[src/rtl/hazard_ctrl_if.sv]
`default_nettype none
// +----------------------------------------------------------------------------+
// | hazard_ctrl_if : pipeline <-> hazard controller signal bundle               |
// | Revision       : 1.0                                                        |
// +----------------------------------------------------------------------------+
interface hazard_ctrl_if;
  logic [2:0]  id_rs;
  logic [2:0]  id_rt;
  logic        id_uses_rt;
  logic        ex_mem_read;
  logic [2:0]  ex_rt;
  logic        ex_branch_taken;
  logic        ex_jump;
  logic        ex_halt;
  logic        pc_en;
  logic        ifid_en;
  logic        ifid_flush;
  logic        idex_en;
  logic        halted;
  logic [15:0] stall_cycles;
  logic [15:0] flush_count;

  modport master (
    output id_rs, id_rt, id_uses_rt, ex_mem_read, ex_rt,
           ex_branch_taken, ex_jump, ex_halt,
    input  pc_en, ifid_en, ifid_flush, idex_en, halted,
           stall_cycles, flush_count
  );

  modport slave (
    input  id_rs, id_rt, id_uses_rt, ex_mem_read, ex_rt,
           ex_branch_taken, ex_jump, ex_halt,
    output pc_en, ifid_en, ifid_flush, idex_en, halted,
           stall_cycles, flush_count
  );
endinterface
`default_nettype wire

[src/rtl/hazard_ctrl.sv]
`default_nettype none
// +----------------------------------------------------------------------------+
// | hazard_ctrl : load-use stall, branch/jump flush and halt-drain sequencing   |
// |               Optional statistics counters enabled by HAZARD_STATS_EN.      |
// | Revision    : 1.0                                                           |
// +----------------------------------------------------------------------------+
module hazard_ctrl #(
  parameter int LOAD_STALL_CYCLES = 1,
  parameter int DRAIN_CYCLES      = 2
) (
  input  wire logic    clk,
  input  wire logic    rst_n,
  hazard_ctrl_if.slave hz
);

  typedef enum logic [1:0] {
    RUN    = 2'd0,
    LSTALL = 2'd1,
    DRAIN  = 2'd2,
    HALTED = 2'd3
  } state_t;

  localparam logic [1:0] LS_CNT_INIT = 2'(LOAD_STALL_CYCLES - 2);
  localparam logic [1:0] DR_CNT_INIT = 2'(DRAIN_CYCLES - 1);

  state_t     state_q, state_d;
  logic [1:0] cnt_q, cnt_d;
  logic       ex_valid_q, ex_valid_d;
  logic       lu, rd, hl;
  logic       pc_en, ifid_en, ifid_flush, idex_en, halted;

  // A bubbled ID/EX register still holds stale control bits; ex_valid masks them.
  assign lu = ex_valid_q & hz.ex_mem_read & (hz.ex_rt != 3'd0) &
              ((hz.ex_rt == hz.id_rs) | (hz.id_uses_rt & (hz.ex_rt == hz.id_rt)));
  assign rd = ex_valid_q & (hz.ex_branch_taken | hz.ex_jump);
  assign hl = ex_valid_q & hz.ex_halt;

  always_ff @(posedge clk or negedge rst_n) begin
    if (!rst_n) begin
      state_q    <= RUN;
      cnt_q      <= 2'd0;
      ex_valid_q <= 1'b0;
    end else begin
      state_q    <= state_d;
      cnt_q      <= cnt_d;
      ex_valid_q <= ex_valid_d;
    end
  end

  always_comb begin
    state_d    = state_q;
    cnt_d      = cnt_q;
    pc_en      = 1'b1;
    ifid_en    = 1'b1;
    ifid_flush = 1'b0;
    idex_en    = 1'b1;
    halted     = 1'b0;
    case (state_q)
      RUN: begin
        if (hl) begin
          pc_en      = 1'b0;
          ifid_flush = 1'b1;
          idex_en    = 1'b0;
          cnt_d      = DR_CNT_INIT;
          state_d    = (DRAIN_CYCLES == 1) ? HALTED : DRAIN;
        end else if (rd) begin
          ifid_flush = 1'b1;
          idex_en    = 1'b0;
        end else if (lu) begin
          pc_en   = 1'b0;
          ifid_en = 1'b0;
          idex_en = 1'b0;
          if (LOAD_STALL_CYCLES > 1) begin
            cnt_d   = LS_CNT_INIT;
            state_d = LSTALL;
          end
        end
      end
      LSTALL, DRAIN: begin
        pc_en   = 1'b0;
        ifid_en = 1'b0;
        idex_en = 1'b0;
        if (cnt_q == 2'd0) begin
          state_d = (state_q == LSTALL) ? RUN : HALTED;
        end else begin
          cnt_d = cnt_q - 2'd1;
        end
      end
      HALTED: begin
        pc_en   = 1'b0;
        ifid_en = 1'b0;
        idex_en = 1'b0;
        halted  = 1'b1;
      end
      default: state_d = RUN;
    endcase
    ex_valid_d = idex_en & ~ifid_flush;
  end

  assign hz.pc_en      = pc_en;
  assign hz.ifid_en    = ifid_en;
  assign hz.ifid_flush = ifid_flush;
  assign hz.idex_en    = idex_en;
  assign hz.halted     = halted;

`ifdef HAZARD_STATS_EN
  logic [15:0] stall_q, stall_d, flush_q, flush_d;
  logic        stall_inc, flush_inc;

  assign stall_inc = (state_q == LSTALL) | ((state_q == RUN) & lu & ~rd & ~hl);
  assign flush_inc = (state_q == RUN) & rd & ~hl;

  always_comb begin
    stall_d = stall_q;
    flush_d = flush_q;
    if (stall_inc && (stall_q != 16'hFFFF)) stall_d = stall_q + 16'd1;
    if (flush_inc && (flush_q != 16'hFFFF)) flush_d = flush_q + 16'd1;
  end

  always_ff @(posedge clk or negedge rst_n) begin
    if (!rst_n) begin
      stall_q <= 16'h0000;
      flush_q <= 16'h0000;
    end else begin
      stall_q <= stall_d;
      flush_q <= flush_d;
    end
  end

  assign hz.stall_cycles = stall_q;
  assign hz.flush_count  = flush_q;
`else
  assign hz.stall_cycles = 16'h0000;
  assign hz.flush_count  = 16'h0000;
`endif

endmodule
`default_nettype wire

[src/flat_wrapper.sv]
// flat-port wrapper written by rule: the top's interface ports become plain ports
module hazard_ctrl_flat 
#(
  parameter int LOAD_STALL_CYCLES = 1,
  parameter int DRAIN_CYCLES      = 2
)
  (clk, rst_n, hz_id_rs, hz_id_rt, hz_id_uses_rt, hz_ex_mem_read, hz_ex_rt, hz_ex_branch_taken, hz_ex_jump, hz_ex_halt, hz_pc_en, hz_ifid_en, hz_ifid_flush, hz_idex_en, hz_halted, hz_stall_cycles, hz_flush_count);
  hazard_ctrl_if hz_i ();
  input  wire logic clk;
  input  wire logic rst_n;
  input wire logic [$bits(hz_i.id_rs)-1:0] hz_id_rs;
  input wire logic [$bits(hz_i.id_rt)-1:0] hz_id_rt;
  input wire logic [$bits(hz_i.id_uses_rt)-1:0] hz_id_uses_rt;
  input wire logic [$bits(hz_i.ex_mem_read)-1:0] hz_ex_mem_read;
  input wire logic [$bits(hz_i.ex_rt)-1:0] hz_ex_rt;
  input wire logic [$bits(hz_i.ex_branch_taken)-1:0] hz_ex_branch_taken;
  input wire logic [$bits(hz_i.ex_jump)-1:0] hz_ex_jump;
  input wire logic [$bits(hz_i.ex_halt)-1:0] hz_ex_halt;
  output wire logic [$bits(hz_i.pc_en)-1:0] hz_pc_en;
  output wire logic [$bits(hz_i.ifid_en)-1:0] hz_ifid_en;
  output wire logic [$bits(hz_i.ifid_flush)-1:0] hz_ifid_flush;
  output wire logic [$bits(hz_i.idex_en)-1:0] hz_idex_en;
  output wire logic [$bits(hz_i.halted)-1:0] hz_halted;
  output wire logic [$bits(hz_i.stall_cycles)-1:0] hz_stall_cycles;
  output wire logic [$bits(hz_i.flush_count)-1:0] hz_flush_count;
  assign hz_i.id_rs = hz_id_rs;
  assign hz_i.id_rt = hz_id_rt;
  assign hz_i.id_uses_rt = hz_id_uses_rt;
  assign hz_i.ex_mem_read = hz_ex_mem_read;
  assign hz_i.ex_rt = hz_ex_rt;
  assign hz_i.ex_branch_taken = hz_ex_branch_taken;
  assign hz_i.ex_jump = hz_ex_jump;
  assign hz_i.ex_halt = hz_ex_halt;
  assign hz_pc_en = hz_i.pc_en;
  assign hz_ifid_en = hz_i.ifid_en;
  assign hz_ifid_flush = hz_i.ifid_flush;
  assign hz_idex_en = hz_i.idex_en;
  assign hz_halted = hz_i.halted;
  assign hz_stall_cycles = hz_i.stall_cycles;
  assign hz_flush_count = hz_i.flush_count;
  hazard_ctrl #(.LOAD_STALL_CYCLES(LOAD_STALL_CYCLES), .DRAIN_CYCLES(DRAIN_CYCLES)) u_core (.clk(clk), .rst_n(rst_n), .hz(hz_i));
endmodule
[config.mk]
export PLATFORM = sky130hd
export DESIGN_NAME = hazard_ctrl_flat
export DESIGN_NICKNAME = d
export VERILOG_FILES = /design/src/rtl/hazard_ctrl_if.sv /design/src/rtl/hazard_ctrl.sv /design/src/flat_wrapper.sv
export SDC_FILE = /design/constraint.sdc
export NUM_CORES = 1
export LEC_CHECK = 0
export ABC_AREA = 1
export BUFFER_PORTS_ARGS = -buffer_cell sky130_fd_sc_hd__buf_2
export CAP_MARGIN = 20
export CELL_PAD_IN_SITES_DETAIL_PLACEMENT = 1
export CELL_PAD_IN_SITES_GLOBAL_PLACEMENT = 2
export CORE_AREA = 2 2 66 68
export CTS_CLUSTER_SIZE = 12
export DETAILED_ROUTE_END_ITERATION = 6
export DIE_AREA = 0 0 68 70
export GPL_TIMING_DRIVEN = 1
export PLACE_DENSITY = 0.84
export SLEW_MARGIN = 20
export SYNTH_ARGS = -nofsm -noshare
export SYNTH_HDL_FRONTEND = slang
export SYNTH_SLANG_ARGS = --single-unit
[constraint.sdc]
create_clock -name clk -period 1.7 [get_ports clk]
set_clock_uncertainty 0.2 [all_clocks]
set_input_delay 0.425 -clock clk [delete_from_list [all_inputs] [get_ports clk]]
set_output_delay 0.425 -clock clk [all_outputs]
set_load 0.005 [all_outputs]
==> results of run 1 <==
==> synthesized netlist by cell type (all sizes together) <==
cell,number
xnor2,1
o22ai,1
nand2,26
dfrtp,5
nand4,1
nand3,2
a21oi,2
inv,17
nor2,8
o211ai,1
buf,32
conb,1
o21ai,5
ha,5
==> final cells by class <==
class | count | share of cell area [%]
tap | 52 | 6.75
timing repair buffer | 26 | 21.0
sequential | 5 | 13.0
multi-input combinational | 84 | 47.4
clock buffer | 4 | 4.68
inverter | 17 | 7.14
==> path summary, 6_finish.rpt <==
kind | startpoint | endpoint | slack (ns) | depth (start not counted)
worst min register to register | u_core.cnt_q[1] | u_core.cnt_q[1] | 0.36 | 2
worst min-delay path | hz_ex_halt | u_core.ex_valid_q | 0.33 | 4
worst max register to register | u_core.state_q[1] | u_core.state_q[0] | 0.16 | 6
min in group asynchronous | rst_n | u_core.ex_valid_q | 0.36 | 2
worst max-delay path | u_core.ex_valid_q | hz_ifid_en | -0.14 | 6
max in group asynchronous | rst_n | u_core.cnt_q[0] | 0.80 | 2
==> worst register-to-register path: cells and delay by family (launching register included) <==
family / cells / cell delay [ns]
flops: 1 / 0.38
fa+ha+maj: 1 / 0.26
compound gates: 2 / 0.42
buf+inv: 2 / 0.12
simple gates: 1 / 0.08
==> state kept, by name (all words and copies together), names as in the netlist <==
register           flops
u_core.cnt_q           2
u_core.ex_valid_q      1
u_core.state_q         2
==> power groups by stage <==
stage                     clock network, mW  registers, mW  logic, mW
final                                 0.231          0.215      0.775
after global routing                  0.242          0.223      0.886
after CTS                             0.237          0.210      0.716
after detailed placement                  0          0.207      0.641
after global placement                    0          0.202      0.615
after floorplan                           0          0.205      0.435
==> kinds of logic (layout without fill, tap and decap cells) <==
family | after synthesis | in the layout | share of synthesized area [%]
DFF | 5 | 5 | 17.9
AOI/OAI and AO/OA | 9 | 9 | 6.98
other | 1 | 32 | 0.536
xor gates and xnor gates | 1 | 1 | 1.25
and+or+nand+nor | 37 | 37 | 20.9
adders and majority gates | 5 | 5 | 8.94
buffers and inverters | 49 | 47 | 43.5
==> through the flow <==
| step | instances | worst slack (ns) | instance area [sq um] |
|---|---|---|---|
| finish | 188 | -0.140 | 963 |
| global route | 188 | -0.253 | 963 |
| CTS | 187 | -0.123 | 878 |
| detailed placement | 182 | -0.155 | 771 |
| global placement | 182 | -0.141 | 771 |
| floorplan | 138 | 0.153 | 816 |
==> repair_timing <==
action | in CTS | in global routing
hold endpoints to repair | 5 | 0
hold buffers | 1 | 0
resized for setup | 15 | 25
pin swaps | 9 | 13
buffers inserted | 0 | 1
endpoints found under the setup margin | 5 | 5
==> metal layers <==
layer / track usage, % / wire length, um
met1: 7.31 / 676
met2: 11.9 / 893
met3: 2.09 / 172
met4: 4.00 / 35
met5: 0 / 0
==> run summary, run 1 <==
* **status** finished, violations left
* **violations in the final reports** setup timing
* **layout filler cell count** 536
* **cell count after synthesis** 107
* **die extent in y** 70 um
* **top cell family by delay on the critical path** flip-flops
* **synthesized area per cell** 6.54 sq um
* **highest-count cells in the layout ignoring fill and taps** 32 x sky130_fd_sc_hd__conb_1, 14 x sky130_fd_sc_hd__nand2_1, 13 x sky130_fd_sc_hd__buf_2
* **fraction of layout cells with a size suffix above 1** 39.0%
* **Critical Path Slowest Stage Cell** sky130_fd_sc_hd__dfrtp_1
* **setup repair after global routing missed its margin** yes
* **register cell area after layout** 125 sq um
* **NumNets Final** 158
* **global-route wire length before repair** 2.46 mm
* **Clock Root Buffer** sky130_fd_sc_hd__clkbuf_8
* **CTS H-tree depth** 1
* **Largest stage delay, worst path** 0.41 ns
* **CP required** 1.07 ns
* **die extent in x** 68 um
* **TritonCTS clock tree** built
* **fraction of synthesized cell area taken by the top area cell type** 34.3%
* **Starting Density** 16.9%
* **buffering stage count on the worst path with inverters included** 1
* **critical path peak fanout** 3
* **Worst EP arrival** 1.22 ns
* **weighted congestion at the end of routability-driven global placement** 0.660
* **worst hold slack** 0.331 ns
* **buffer levels on the longest clock path** 2
* **Sum Neg Setup Slack** -0.421 ns
* **pin count of the biggest net entering global routing** 6
* **path type of the worst setup path** reg -> out
* **Post-route DRC** 0
* **routed wire length per instance** 9.46 um
* **number of slew-limit violations in the final report** 0
* **quantity of I/O buffers inserted on ports** 20
* **overall power** 1.22 mW
* **number of diodes** 0
* **power density relative to cell area** 1270 mW/mm^2
* **post-detailed-routing wire length** 1.78 mm
* **Comb power frac** 63.5%
* **final global-route overflow total** 0
* **post-route ant nets** 0
* **final period demand of the worst path** 1.84 ns
* **Clock Sink Count** 5
* **count of cell types in the netlist** 17
* **Area contributors post-synth** sky130_fd_sc_hd__buf_4 34%, sky130_fd_sc_hd__dfrtp_1 18%, sky130_fd_sc_hd__nand2_1 13%
* **Worst IR Drop VDD** 0.439 mV
* **kind of end point of the critical path** output port
* **total of max-cap violations** 0
* **antenna violations before repair** 0
* **clock insertion delay at the later pin of the skew report** 0.23 ns
* **detailed-router iteration count before antenna repair** 2
* **Sequential Power Share** 17.6%
* **Die Area** 0.00476 sq mm
* **Static Leakage** 0.550 nW
* **Tightest Hold Check Type** in -> reg
* **final count of hold timing violations** 0
* **largest area contributor in the synthesized netlist** sky130_fd_sc_hd__buf_4
* **design internal power** 0.699 mW
* **count of routing violations after the opening detailed-route iteration** 5
* **Clock power frac** 18.9%
* **GRT Total Usage** 6.96%
* **number of placement rows** 24
* **Syn Std Cell Area** 699 sq um
* **post-synthesis register bit count** 5
* **type of element launching the critical path** register
* **CP cell instances** nand2_1, a21oi_2, nand2_2, nand2_2, nand2_1, buf_2
* **Worst Setup Slack, final** -0.140 ns
* **power spent charging and discharging nets** 0.522 mW
* **peak clock frequency supported by timing** 0.543 GHz
* **average vias per placed instance** 3.42
* **most common cell after layout, fill and taps aside** sky130_fd_sc_hd__conb_1
* **yosys synthesis warning count** 0
* **core box area** 0.00414 sq mm
* **share of total power consumed by net switching** 42.8%
* **utilization after layout** 23.2%
* **area of combinational cells with multiple inputs** 457 sq um
* **clock transition at the registers of the reported paths** 0.04 ns
* **I/O pin cnt** 53
* **endpoints failing setup** 4
* **number of vias in the routed layout** 643
* **area growth from synthesis to final layout** 37.7%
* **number of global-route vias before repair** 605
* **final worst-path cycle share** 108%
* **sequential area share after synthesis** 17.9%
* **clock buffers created by TritonCTS** 3
* **Detail Placement HPWL** 1.34 mm
No activity file was read; power rests on OpenSTA's default activity.
==> inputs of run 2 (changes only) <==
--- a/config.mk
+++ b/config.mk
@@ -8,14 +8,14 @@
 export ABC_AREA = 1
 export BUFFER_PORTS_ARGS = -buffer_cell sky130_fd_sc_hd__buf_2
 export CAP_MARGIN = 20
-export CELL_PAD_IN_SITES_DETAIL_PLACEMENT = 1
-export CELL_PAD_IN_SITES_GLOBAL_PLACEMENT = 2
-export CORE_AREA = 2 2 66 68
+export CELL_PAD_IN_SITES_DETAIL_PLACEMENT = 0
+export CELL_PAD_IN_SITES_GLOBAL_PLACEMENT = 1
+export CORE_AREA = 2 2 56 58
 export CTS_CLUSTER_SIZE = 12
 export DETAILED_ROUTE_END_ITERATION = 6
-export DIE_AREA = 0 0 68 70
+export DIE_AREA = 0 0 58 60
 export GPL_TIMING_DRIVEN = 1
-export PLACE_DENSITY = 0.84
+export PLACE_DENSITY = 0.87
 export SLEW_MARGIN = 20
 export SYNTH_ARGS = -nofsm -noshare
 export SYNTH_HDL_FRONTEND = slang
==> run 2 against run 1 <==
The run still ends with setup timing left. Clock power fell by 40%. Combinational power fell by 6.2%. Sequential power fell by 3%. Worst setup slack better by 0.049 ns. Non-clock buffer count did not move. Fmax increased by 2.7%. Core utilization up 7.1 points. Die area shrank 27%. Cell count down 10%. Sequential share of layout area grew 1.2 points. Critical endpoint is now hz_idex_en. Largest cell class unchanged.
==> run summary, run 2 (synthesis gave the netlist of run 1 again) <==
* **clock buffers created by TritonCTS** 3
* **startpoint of the worst-slack reg-to-reg timing path** u_core.state_q[1]
* **clock insertion delay at the later pin of the skew report** 0.24 ns
* **final period demand of the worst path** 1.79 ns
* **core box area** 0.00290 sq mm
* **NumNets Final** 158
* **global-route wire length before repair** 1.93 mm
* **Worst EP arrival** 1.17 ns
* **sink of the worst hold path** u_core.ex_valid_q
* **clock transition at the registers of the reported paths** 0.04 ns
* **fraction of layout cells with a size suffix above 1** 32.4%
* **Critical Path Slowest Stage Cell** sky130_fd_sc_hd__buf_2
* **Clock power frac** 13.0%
* **peak clock frequency supported by timing** 0.558 GHz
* **Sequential Power Share** 19.4%
* **fin area** 881 sq um
* **Sum Neg Setup Slack** -0.271 ns
* **CTS H-tree depth** 1
* **share of total power consumed by net switching** 42.6%
* **status** finished, violations left
* **worst reg2reg path endpoint** u_core.state_q[0]
* **antenna violations before repair** 0
* **Cell Count, Final, Fillers Out** 169
* **Worst Setup Slack, final** -0.0916 ns
* **most common cell after layout, fill and taps aside** sky130_fd_sc_hd__conb_1
* **count of routing violations after the opening detailed-route iteration** 11
* **Worst path most repeated cell** sky130_fd_sc_hd__nand2_1
* **setup repair after global routing missed its margin** yes
* **start point of the critical path** hz_ex_rt[1]
* **buffering stage count on the worst path with inverters included** 3
* **weighted congestion at the end of routability-driven global placement** 0.711
* **kind of end point of the critical path** output port
* **buffer levels on the longest clock path** 2
* **pin count of the biggest net entering global routing** 6
* **quantity of I/O buffers inserted on ports** 20
* **Static Leakage** 0.540 nW
* **top cell family by delay on the critical path** simple AND/OR/NAND/NOR gates
* **Comb power frac** 67.6%
* **post-route ant nets** 0
* **post-detailed-routing wire length** 1.24 mm
* **count of cells along the worst hold path** 4
* **die extent in y** 60 um
* **cell area reported after detailed placement** 747 sq um
* **number of placed cells counting well taps** 163
* **Largest stage delay, worst path** 0.11 ns
* **I/O pin cnt** 53
* **final count of hold timing violations** 0
* **CP required** 1.07 ns
* **Detail Placement HPWL** 1.03 mm
* **Regs by FF count** u_core.cnt_q x2, u_core.state_q x2, u_core.ex_valid_q x1
* **design internal power** 0.617 mW
* **number of vias in the routed layout** 605
* **Clock Sink Count** 5
* **utilization after layout** 30.3%
* **number of placement rows** 20
* **die extent in x** 58 um
* **number of diodes** 0
* **CP cell instances** buf_8, inv_4, nand2_1, nand2_1, nor2_1, nand2_1, nand2_1, nand2_1, nand2_2, nor2_1, buf_2
* **average vias per placed instance** 3.58
* **Post-route DRC** 0
* **Die Area** 0.00348 sq mm
* **final global-route overflow total** 0
* **final worst-path cycle share** 105%
* **type of element launching the critical path** primary input
* **routed wire length per instance** 7.32 um
* **TritonCTS clock tree** built
* **area growth from synthesis to final layout** 25.9%
* **layout filler cell count** 320
* **worst-case register-to-register setup slack** 0.21 ns
* **number of slew-limit violations in the final report** 0
* **Tightest Hold Check Type** in -> reg
* **Worst IR Drop VDD** 0.612 mV
* **violations in the final reports** setup timing
* **endpoints failing setup** 4
* **total of max-cap violations** 0
* **cells on worst reg2reg path** 6
* **power density relative to cell area** 1220 mW/mm^2
* **power spent charging and discharging nets** 0.458 mW
* **Clock Root Buffer** sky130_fd_sc_hd__clkbuf_4
* **detailed-router iteration count before antenna repair** 4
* **path type of the worst setup path** in -> out
* **number of global-route vias before repair** 504
* **Worst Min Path Start** hz_ex_branch_taken
* **highest-count cells in the layout ignoring fill and taps** 32 x sky130_fd_sc_hd__conb_1, 23 x sky130_fd_sc_hd__nand2_1, 15 x sky130_fd_sc_hd__buf_2
* **Starting Density** 24.1%
* **GRT Total Usage** 7.33%
* **critical path peak fanout** 3
## run 2: cell counts in the layout (fill, tap and decap cells not counted)
Identical to the previous run, type by type.
## run 2: worst max-delay path by stage
| stage | to | slack (ns) | cells past startpoint |
|---|---|---|---|
| 3_5_place_dp | hz_ifid_en | -0.14 | 8 |
| 6_report | hz_idex_en | -0.09 | 11 |
| 2_1_floorplan | hz_idex_en | 0.15 | 9 |
| 4_1_cts | hz_ifid_en | -0.11 | 11 |
| 3_3_place_gp | hz_ifid_en | -0.15 | 8 |
| 5_1_grt | hz_ifid_en | -0.18 | 11 |
## run 2: final cells by class
| cell class | instances | area, sq um | share of cell area [%] |
|---|---|---|---|
| multi-input cells | 84 | 432 | 49.0 |
| repair buffers | 26 | 190 | 21.6 |
| flip-flops and latches | 5 | 125 | 14.2 |
| inverters | 17 | 66.3 | 7.53 |
| well taps | 33 | 41.3 | 4.69 |
| clock buffers | 4 | 26.3 | 2.98 |
## run 2: power groups by stage
stage | registers (mW) | clock network (mW) | logic (mW)
final | 0.209 | 0.139 | 0.727
after global routing | 0.216 | 0.149 | 0.863
after CTS | 0.206 | 0.144 | 0.667
after detailed placement | 0.203 | 0 | 0.604
after global placement | 0.200 | 0 | 0.600
after floorplan | 0.205 | 0 | 0.435
## run 2: worst register-to-register path, stage by stage (launching register included)
cell and delay (ns):
sky130_fd_sc_hd__dfrtp_1 0.37, sky130_fd_sc_hd__inv_2 0.07, sky130_fd_sc_hd__ha_4 0.26, sky130_fd_sc_hd__inv_1 0.05, sky130_fd_sc_hd__o211ai_1 0.28, sky130_fd_sc_hd__nor2_1 0.07
sky130_fd_sc_hd__a21oi_1 0.11
## run 2: per-layer routing
| layer | GRT usage, % | vias to the layer above | wire length (um) |
|---|---|---|---|
| met5 | 0 | - | 0 |
| met4 | 4.98 | 0 | 34 |
| met3 | 2.16 | 4 | 154 |
| met2 | 11.9 | 30 | 555 |
| met1 | 8.34 | 254 | 492 |
| li1 | - | 317 | - |
## run 2: per-stage QoR
| step | hold WS [ns] | setup slack [ns] | total power [mW] |
|---|---|---|---|
| 6_report | 0.310 | -0.0916 | 1.08 |
| 5_1_grt | 0.348 | -0.183 | 1.23 |
| 4_1_cts | 0.322 | -0.114 | 1.02 |
| 3_5_place_dp | 0.0490 | -0.136 | 0.807 |
| 3_3_place_gp | 0.0500 | -0.146 | 0.800 |
| 2_1_floorplan | -0.0706 | 0.153 | 0.640 |
## run 2: repair_timing
action | CTS | global route
hold buffers | 1 | 0
pin swaps | 15 | 17
buffers inserted | 0 | 1
gates cloned | 0 | 0
setup endpoints to repair | 5 | 5
gates resized for setup | 18 | 9
endpoints found under the hold margin | 5 | 0
